$ cat src/rtl/mem_port_arbiter_if.sv
// Bundle of the fetch, load/store and memory-side signals of mem_port_arbiter.
// Requesters raise *_req and hold it (with its address/data) until *_gnt is seen high in the same cycle.
// Each grant is one accepted transfer. Read data comes back later as a single-cycle *_rvalid pulse, in grant order.
interface mem_port_arbiter_if #(
    parameter int ADDR_W = 32,
    parameter int DATA_W = 64
);
    logic                  if_req;
    logic [ADDR_W-1:0]     if_addr;
    logic                  if_gnt;
    logic                  if_rvalid;
    logic [DATA_W-1:0]     if_rdata;

    logic                  ls_req;
    logic                  ls_we;
    logic [ADDR_W-1:0]     ls_addr;
    logic [DATA_W-1:0]     ls_wdata;
    logic [DATA_W/8-1:0]   ls_be;
    logic                  ls_gnt;
    logic                  ls_rvalid;
    logic [DATA_W-1:0]     ls_rdata;

    logic                  mem_en;
    logic                  mem_we;
    logic [ADDR_W-1:0]     mem_addr;
    logic [DATA_W-1:0]     mem_wdata;
    logic [DATA_W/8-1:0]   mem_be;
    logic [DATA_W-1:0]     mem_rdata;

    logic                  stall_fetch;
    logic                  stall_mem;

    // Pipeline and memory side: drives requests and read data.
    modport master (
        output if_req, if_addr, ls_req, ls_we, ls_addr, ls_wdata, ls_be, mem_rdata,
        input  if_gnt, if_rvalid, if_rdata, ls_gnt, ls_rvalid, ls_rdata,
               mem_en, mem_we, mem_addr, mem_wdata, mem_be, stall_fetch, stall_mem
    );

    // Arbiter side.
    modport slave (
        input  if_req, if_addr, ls_req, ls_we, ls_addr, ls_wdata, ls_be, mem_rdata,
        output if_gnt, if_rvalid, if_rdata, ls_gnt, ls_rvalid, ls_rdata,
               mem_en, mem_we, mem_addr, mem_wdata, mem_be, stall_fetch, stall_mem
    );
endinterface

$ cat src/rtl/mem_port_arbiter.sv
// Single memory port shared by fetch and load/store, with starvation guard and read-return tag pipeline.
// Optional performance counters are enabled by defining MEM_ARB_PERF_CNT_EN.
module mem_port_arbiter #(
    parameter int ADDR_W       = 32,
    parameter int DATA_W       = 64,
    parameter int LOAD_LATENCY = 1,
    parameter int STARVE_LIMIT = 4
) (
    input  logic                              clk,
    input  logic                              rstn,
    mem_port_arbiter_if.slave                 bus,
    output logic [0:0]                        dbg_state,
    output logic [$clog2(STARVE_LIMIT+1)-1:0] dbg_starve_cnt
`ifdef MEM_ARB_PERF_CNT_EN
    ,
    output logic [31:0]                       perf_conflict_cnt,
    output logic [31:0]                       perf_override_cnt
`endif
);
    localparam int SW = $clog2(STARVE_LIMIT + 1);
    localparam logic [SW-1:0] STARVE_MAX = SW'(STARVE_LIMIT);

    localparam logic [0:0] PRIO_LS = 1'b0;
    localparam logic [0:0] PRIO_IF = 1'b1;

    logic [0:0]              state;
    logic [0:0]              state_nxt;
    logic [SW-1:0]           starve_cnt;
    logic [SW-1:0]           starve_nxt;
    logic                    if_wins;
    logic                    if_gnt;
    logic                    ls_gnt;
    logic                    rd_issue;

    logic                    mem_we_c;
    logic [ADDR_W-1:0]       mem_addr_c;
    logic [DATA_W-1:0]       mem_wdata_c;
    logic [DATA_W/8-1:0]     mem_be_c;

    logic [LOAD_LATENCY-1:0] tag_v;
    logic [LOAD_LATENCY-1:0] tag_if;

    // A saturated starvation count hands IF the win in the same cycle, before the state register catches up.
    assign if_wins = (state == PRIO_IF) || (starve_cnt == STARVE_MAX);
    assign if_gnt  = rstn & bus.if_req & (~bus.ls_req | if_wins);
    assign ls_gnt  = rstn & bus.ls_req & ~if_gnt;

    always_comb begin
        mem_we_c    = 1'b0;
        mem_addr_c  = '0;
        mem_wdata_c = '0;
        mem_be_c    = '0;
        if (if_gnt) begin
            mem_addr_c = bus.if_addr;
            mem_be_c   = '1;
        end else if (ls_gnt) begin
            mem_we_c    = bus.ls_we;
            mem_addr_c  = bus.ls_addr;
            mem_wdata_c = bus.ls_wdata;
            mem_be_c    = bus.ls_be;
        end
    end

    always_comb begin
        state_nxt = state;
        if (if_gnt) begin
            state_nxt = PRIO_LS;
        end else if ((state == PRIO_LS) && (starve_cnt == STARVE_MAX)) begin
            state_nxt = PRIO_IF;
        end
        starve_nxt = '0;
        if (bus.if_req && !if_gnt) begin
            starve_nxt = (starve_cnt == STARVE_MAX) ? starve_cnt : starve_cnt + SW'(1);
        end
    end

    assign rd_issue = (if_gnt | ls_gnt) & ~mem_we_c;

    always_ff @(posedge clk) begin
        if (!rstn) begin
            state      <= PRIO_LS;
            starve_cnt <= '0;
            tag_v      <= '0;
            tag_if     <= '0;
        end else begin
            state      <= state_nxt;
            starve_cnt <= starve_nxt;
            for (int i = LOAD_LATENCY - 1; i > 0; i--) begin
                tag_v[i]  <= tag_v[i-1];
                tag_if[i] <= tag_if[i-1];
            end
            tag_v[0]  <= rd_issue;
            tag_if[0] <= if_gnt;
        end
    end

    assign bus.if_gnt      = if_gnt;
    assign bus.ls_gnt      = ls_gnt;
    assign bus.mem_en      = if_gnt | ls_gnt;
    assign bus.mem_we      = mem_we_c;
    assign bus.mem_addr    = mem_addr_c;
    assign bus.mem_wdata   = mem_wdata_c;
    assign bus.mem_be      = mem_be_c;
    assign bus.stall_fetch = bus.if_req & ~if_gnt;
    assign bus.stall_mem   = bus.ls_req & ~ls_gnt;

    // Both read data buses mirror the memory; only the owner's rvalid qualifies them.
    assign bus.if_rvalid = rstn & tag_v[LOAD_LATENCY-1] & tag_if[LOAD_LATENCY-1];
    assign bus.ls_rvalid = rstn & tag_v[LOAD_LATENCY-1] & ~tag_if[LOAD_LATENCY-1];
    assign bus.if_rdata  = bus.mem_rdata;
    assign bus.ls_rdata  = bus.mem_rdata;

    assign dbg_state      = state;
    assign dbg_starve_cnt = starve_cnt;

`ifdef MEM_ARB_PERF_CNT_EN
    always_ff @(posedge clk) begin
        if (!rstn) begin
            perf_conflict_cnt <= '0;
            perf_override_cnt <= '0;
        end else begin
            if (bus.if_req && bus.ls_req && (perf_conflict_cnt != '1)) begin
                perf_conflict_cnt <= perf_conflict_cnt + 32'd1;
            end
            // IF granted while LS is also asking can only happen through IF priority.
            if (if_gnt && bus.ls_req && (perf_override_cnt != '1)) begin
                perf_override_cnt <= perf_override_cnt + 32'd1;
            end
        end
    end
`endif
endmodule
$ cat src/flat_wrapper.sv
// flat-port wrapper written by rule: the top's interface ports become plain ports
module mem_port_arbiter_flat 
#(
    parameter int ADDR_W       = 32,
    parameter int DATA_W       = 64,
    parameter int LOAD_LATENCY = 1,
    parameter int STARVE_LIMIT = 4
)
  (clk, rstn, dbg_state, dbg_starve_cnt, bus_if_req, bus_if_addr, bus_ls_req, bus_ls_we, bus_ls_addr, bus_ls_wdata, bus_ls_be, bus_mem_rdata, bus_if_gnt, bus_if_rvalid, bus_if_rdata, bus_ls_gnt, bus_ls_rvalid, bus_ls_rdata, bus_mem_en, bus_mem_we, bus_mem_addr, bus_mem_wdata, bus_mem_be, bus_stall_fetch, bus_stall_mem);
  mem_port_arbiter_if #(.ADDR_W(ADDR_W), .DATA_W(DATA_W)) bus_i ();
  input  logic clk;
  input  logic rstn;
  output logic [0:0] dbg_state;
  output logic [$clog2(STARVE_LIMIT+1)-1:0] dbg_starve_cnt;
  input wire logic [$bits(bus_i.if_req)-1:0] bus_if_req;
  input wire logic [$bits(bus_i.if_addr)-1:0] bus_if_addr;
  input wire logic [$bits(bus_i.ls_req)-1:0] bus_ls_req;
  input wire logic [$bits(bus_i.ls_we)-1:0] bus_ls_we;
  input wire logic [$bits(bus_i.ls_addr)-1:0] bus_ls_addr;
  input wire logic [$bits(bus_i.ls_wdata)-1:0] bus_ls_wdata;
  input wire logic [$bits(bus_i.ls_be)-1:0] bus_ls_be;
  input wire logic [$bits(bus_i.mem_rdata)-1:0] bus_mem_rdata;
  output wire logic [$bits(bus_i.if_gnt)-1:0] bus_if_gnt;
  output wire logic [$bits(bus_i.if_rvalid)-1:0] bus_if_rvalid;
  output wire logic [$bits(bus_i.if_rdata)-1:0] bus_if_rdata;
  output wire logic [$bits(bus_i.ls_gnt)-1:0] bus_ls_gnt;
  output wire logic [$bits(bus_i.ls_rvalid)-1:0] bus_ls_rvalid;
  output wire logic [$bits(bus_i.ls_rdata)-1:0] bus_ls_rdata;
  output wire logic [$bits(bus_i.mem_en)-1:0] bus_mem_en;
  output wire logic [$bits(bus_i.mem_we)-1:0] bus_mem_we;
  output wire logic [$bits(bus_i.mem_addr)-1:0] bus_mem_addr;
  output wire logic [$bits(bus_i.mem_wdata)-1:0] bus_mem_wdata;
  output wire logic [$bits(bus_i.mem_be)-1:0] bus_mem_be;
  output wire logic [$bits(bus_i.stall_fetch)-1:0] bus_stall_fetch;
  output wire logic [$bits(bus_i.stall_mem)-1:0] bus_stall_mem;
  assign bus_i.if_req = bus_if_req;
  assign bus_i.if_addr = bus_if_addr;
  assign bus_i.ls_req = bus_ls_req;
  assign bus_i.ls_we = bus_ls_we;
  assign bus_i.ls_addr = bus_ls_addr;
  assign bus_i.ls_wdata = bus_ls_wdata;
  assign bus_i.ls_be = bus_ls_be;
  assign bus_i.mem_rdata = bus_mem_rdata;
  assign bus_if_gnt = bus_i.if_gnt;
  assign bus_if_rvalid = bus_i.if_rvalid;
  assign bus_if_rdata = bus_i.if_rdata;
  assign bus_ls_gnt = bus_i.ls_gnt;
  assign bus_ls_rvalid = bus_i.ls_rvalid;
  assign bus_ls_rdata = bus_i.ls_rdata;
  assign bus_mem_en = bus_i.mem_en;
  assign bus_mem_we = bus_i.mem_we;
  assign bus_mem_addr = bus_i.mem_addr;
  assign bus_mem_wdata = bus_i.mem_wdata;
  assign bus_mem_be = bus_i.mem_be;
  assign bus_stall_fetch = bus_i.stall_fetch;
  assign bus_stall_mem = bus_i.stall_mem;
  mem_port_arbiter #(.ADDR_W(ADDR_W), .DATA_W(DATA_W), .LOAD_LATENCY(LOAD_LATENCY), .STARVE_LIMIT(STARVE_LIMIT)) u_core (.clk(clk), .rstn(rstn), .bus(bus_i), .dbg_state(dbg_state), .dbg_starve_cnt(dbg_starve_cnt));
endmodule
$ cat config.mk
export PLATFORM = sky130hd
export DESIGN_NAME = mem_port_arbiter_flat
export DESIGN_NICKNAME = d
export VERILOG_FILES = /design/src/rtl/mem_port_arbiter_if.sv /design/src/rtl/mem_port_arbiter.sv /design/src/flat_wrapper.sv
export SDC_FILE = /design/constraint.sdc
export NUM_CORES = 1
export LEC_CHECK = 0
export ABC_AREA = 1
export ABC_CLOCK_PERIOD_IN_PS = 3250
export BUFFER_PORTS_ARGS = -buffer_cell sky130_fd_sc_hd__buf_2
export CORE_AREA = 2 2 173 175
export DETAILED_ROUTE_END_ITERATION = 16
export DIE_AREA = 0 0 175 177
export PLACE_DENSITY = 0.35
export SKIP_LAST_GASP = 1
export SLEW_MARGIN = 5
export SYNTH_ARGS = -nofsm -noshare
export SYNTH_HDL_FRONTEND = slang
export SYNTH_SLANG_ARGS = --single-unit
$ cat constraint.sdc
create_clock -name clk -period 3.25 [get_ports clk]
set_input_delay 0.1625 -clock clk [delete_from_list [all_inputs] [get_ports clk]]
set_output_delay 0.1625 -clock clk [all_outputs]
set_load 0.02 [all_outputs]
==> metrics <==
die width=175 um; share of layout cells above drive strength 1=between 40% and 50%; via count=2813; final worst-path cycle share=70.5%; # fillers=approximately 3500; root buffer cell=clkbuf_16; Yosys top cell by area=buf_4; first-pass GRT wire length=13.1 mm; Mapped Nets=about 640; Area growth syn-to-layout=33.2%; Pre-antenna DRT Iters=4; M3 GR Usage=2.88%; Mapped Cells=432; starting density of the core=8.21%; grt ovf=0; count of cell types in the netlist=19; # H-tree levels=1; power per cell area=199 nW/um2; cts repair resizes=0; actual slew at the worst max-slew pin=around 0.73 ns; Max rail drop VDD=115 uV; startpoint types=register; core area=between 20000 and 30000 um2; Worst Min Path Start=bus_ls_we; DR WL/cell=between 10 and 15 um; status=finished clean; Max Cap Viol=0; area share of the largest cell type after synthesis=40.0%; Worst-path clk slew=0.03 ns; setup_tns=0 ns; critical path launch point=u_core.dbg_starve_cnt[0]; clock sink total=6; Post-Place Cells=932; total CTS buffers=3; FMAX=around 440 MHz; async set-reset flop share out of synthesis=0%; pin count of the biggest net entering global routing=between 60 and 70; Synth Warn #=0; WL final=9.98 mm; max_slew headroom=51.2%; DRT iter0 DRCs=just under 80; ys flop type=dfxtp_1; Post-CTS Hold Buffers=0; Mean Syn Cell Area=approximately 5.6 um2; EDFF count, synth=0; Antenna Nets Post-Route=0; initial antenna violation count=4; GR Layer Usage met1=4.83%; Skew-Pair Late Insertion Delay=0.23 ns; Final Hold Vio Count=0; Max Clock Skew=0.000910 ns; # nets final=754; RD Place Congestion=0.623; Vias/cell=3.00; met2 usage=between 10% and 20%; postcts setup bufs=0; GRT Resource Usage Total=5.64%; WS Path Type=register to primary output; FP Rows=63; die area=around 31000 um2; non-filler cells, final=937; Yosys reg bits=6; max-slew violation count=0; CP Data Arrival Time=~2.1 ns; Final Setup Violations=0; RSZ-0062 raised after global routing=false; HP Class=input port to register; CTS max path bufs=2; most instantiated cells after synthesis=128 x buf_4, 72 x inv_1, 69 x nor2_1; Leak=2.18 nW; Synth area leaders=buf_4 40%, nand3_1 14%, inv_1 11%; most numerous cell in the Yosys netlist=buf_4; PortBufs=about 260; DPL Wire Length=8.57 mm; Period minus WS final=~2.3 ns; grt peak-use layer=met2; Critical Path End Type=primary output; crit path max fanout=66; Reg-to-Reg Start=u_core.dbg_starve_cnt[0]; Remaining DRCs=0; CP Data Required Time=3.09 ns; Die Ht=around 180 um; vias in the first global route=2383; area of the mapped netlist=2400 um2; register area share after synthesis=approximately 5.0%; IO Pins=449; CTS tree=yes
==> cells by family (layout without fill, tap and decap cells) <==
group,after synthesis,in the layout,synth area share [%]
other cells,0,2,0
xor+xnor,2,2,0.730
fa+ha+maj,2,2,1.04
buf+inv,224,337,57.2
flops,6,6,5.01
simple gates,193,193,34.9
compound gates,5,5,1.15
==> layer usage <==
metal,vias up,share of wire [%]
li1,1379,-
met1,1119,31
met2,256,47
met3,55,15
met4,4,6.4
met5,-,0.27
==> report_power, final <==
part	leakage [nW]	switching, mW	total (mW)	internal (mW)
combinational	2.09	0.221	0.360	0.139
clock	0.0370	0.0410	0.199	0.158
sequential	0.0489	0.000959	0.0772	0.0762
total	2.18	0.263	0.636	0.373
==> state kept, by name, indices dropped and copies added, names as in the netlist <==
| signal | cells |
|---|---|
| u_core.tag_if | 1 |
| u_core.dbg_starve_cnt | 3 |
| u_core.tag_v | 1 |
| u_core.dbg_state | 1 |
==> placed cells by master (no fill, tap or decap), types with 2 or more instances in the layout <==
cell type and instances:
buf_2 256, inv_1 72, nor2_1 69, nand3_1 65, nand2_1 54, dfxtp_1 6, inv_2 3, a21oi_1 3
clkbuf_16 3, diode_2 2, nand2_4 2, ha_1 2, buf_4 2
==> path summary, 6_finish.rpt <==
path / slack [ns] / to / depth (start not counted)
worst max-delay path: 0.96 / bus_mem_wdata[15] / 9
worst min-delay path: 0.16 / u_core.tag_v / 2
worst max register to register: 1.74 / u_core.tag_v / 6
worst min register to register: 0.52 / u_core.dbg_starve_cnt[1] / 2
==> per-stage QoR <==
stage	power, mW	util, %	cell area, um2	hold slack [ns]	setup slack, ns
6_report	0.636	10.9	3200	0.156	0.959
5_1_grt	0.680	10.9	3190	0.184	0.710
4_1_cts	0.649	10.9	3190	0.162	0.897
3_5_place_dp	0.445	10.7	3120	0.325	1.15
3_3_place_gp	0.447	10.7	3120	0.325	1.14
2_1_floorplan	0.504	-	2400	0.275	1.37
==> worst max-delay path, stage by stage (launching register included) <==
cell and delay (ns):
dfxtp_1 0.33, inv_1 0.07, ha_1 0.24, nand2_4 0.12, nand3_4 0.08, nand2_4 0.35
nand2_2 0.12, buf_12 0.21, nor2_1 0.14, buf_2 0.17
==> cell type report <==
class,instances,area [um2],area share [%]
sequential,6,120,3.76
clock buffer,3,75.1,2.35
inverter,75,282,8.81
timing repair buffer,259,1320,41.2
multi-input combinational,202,910,28.5
antenna,2,5.00,0.157
tap,390,488,15.3
Power figures use the tool's default switching activity.
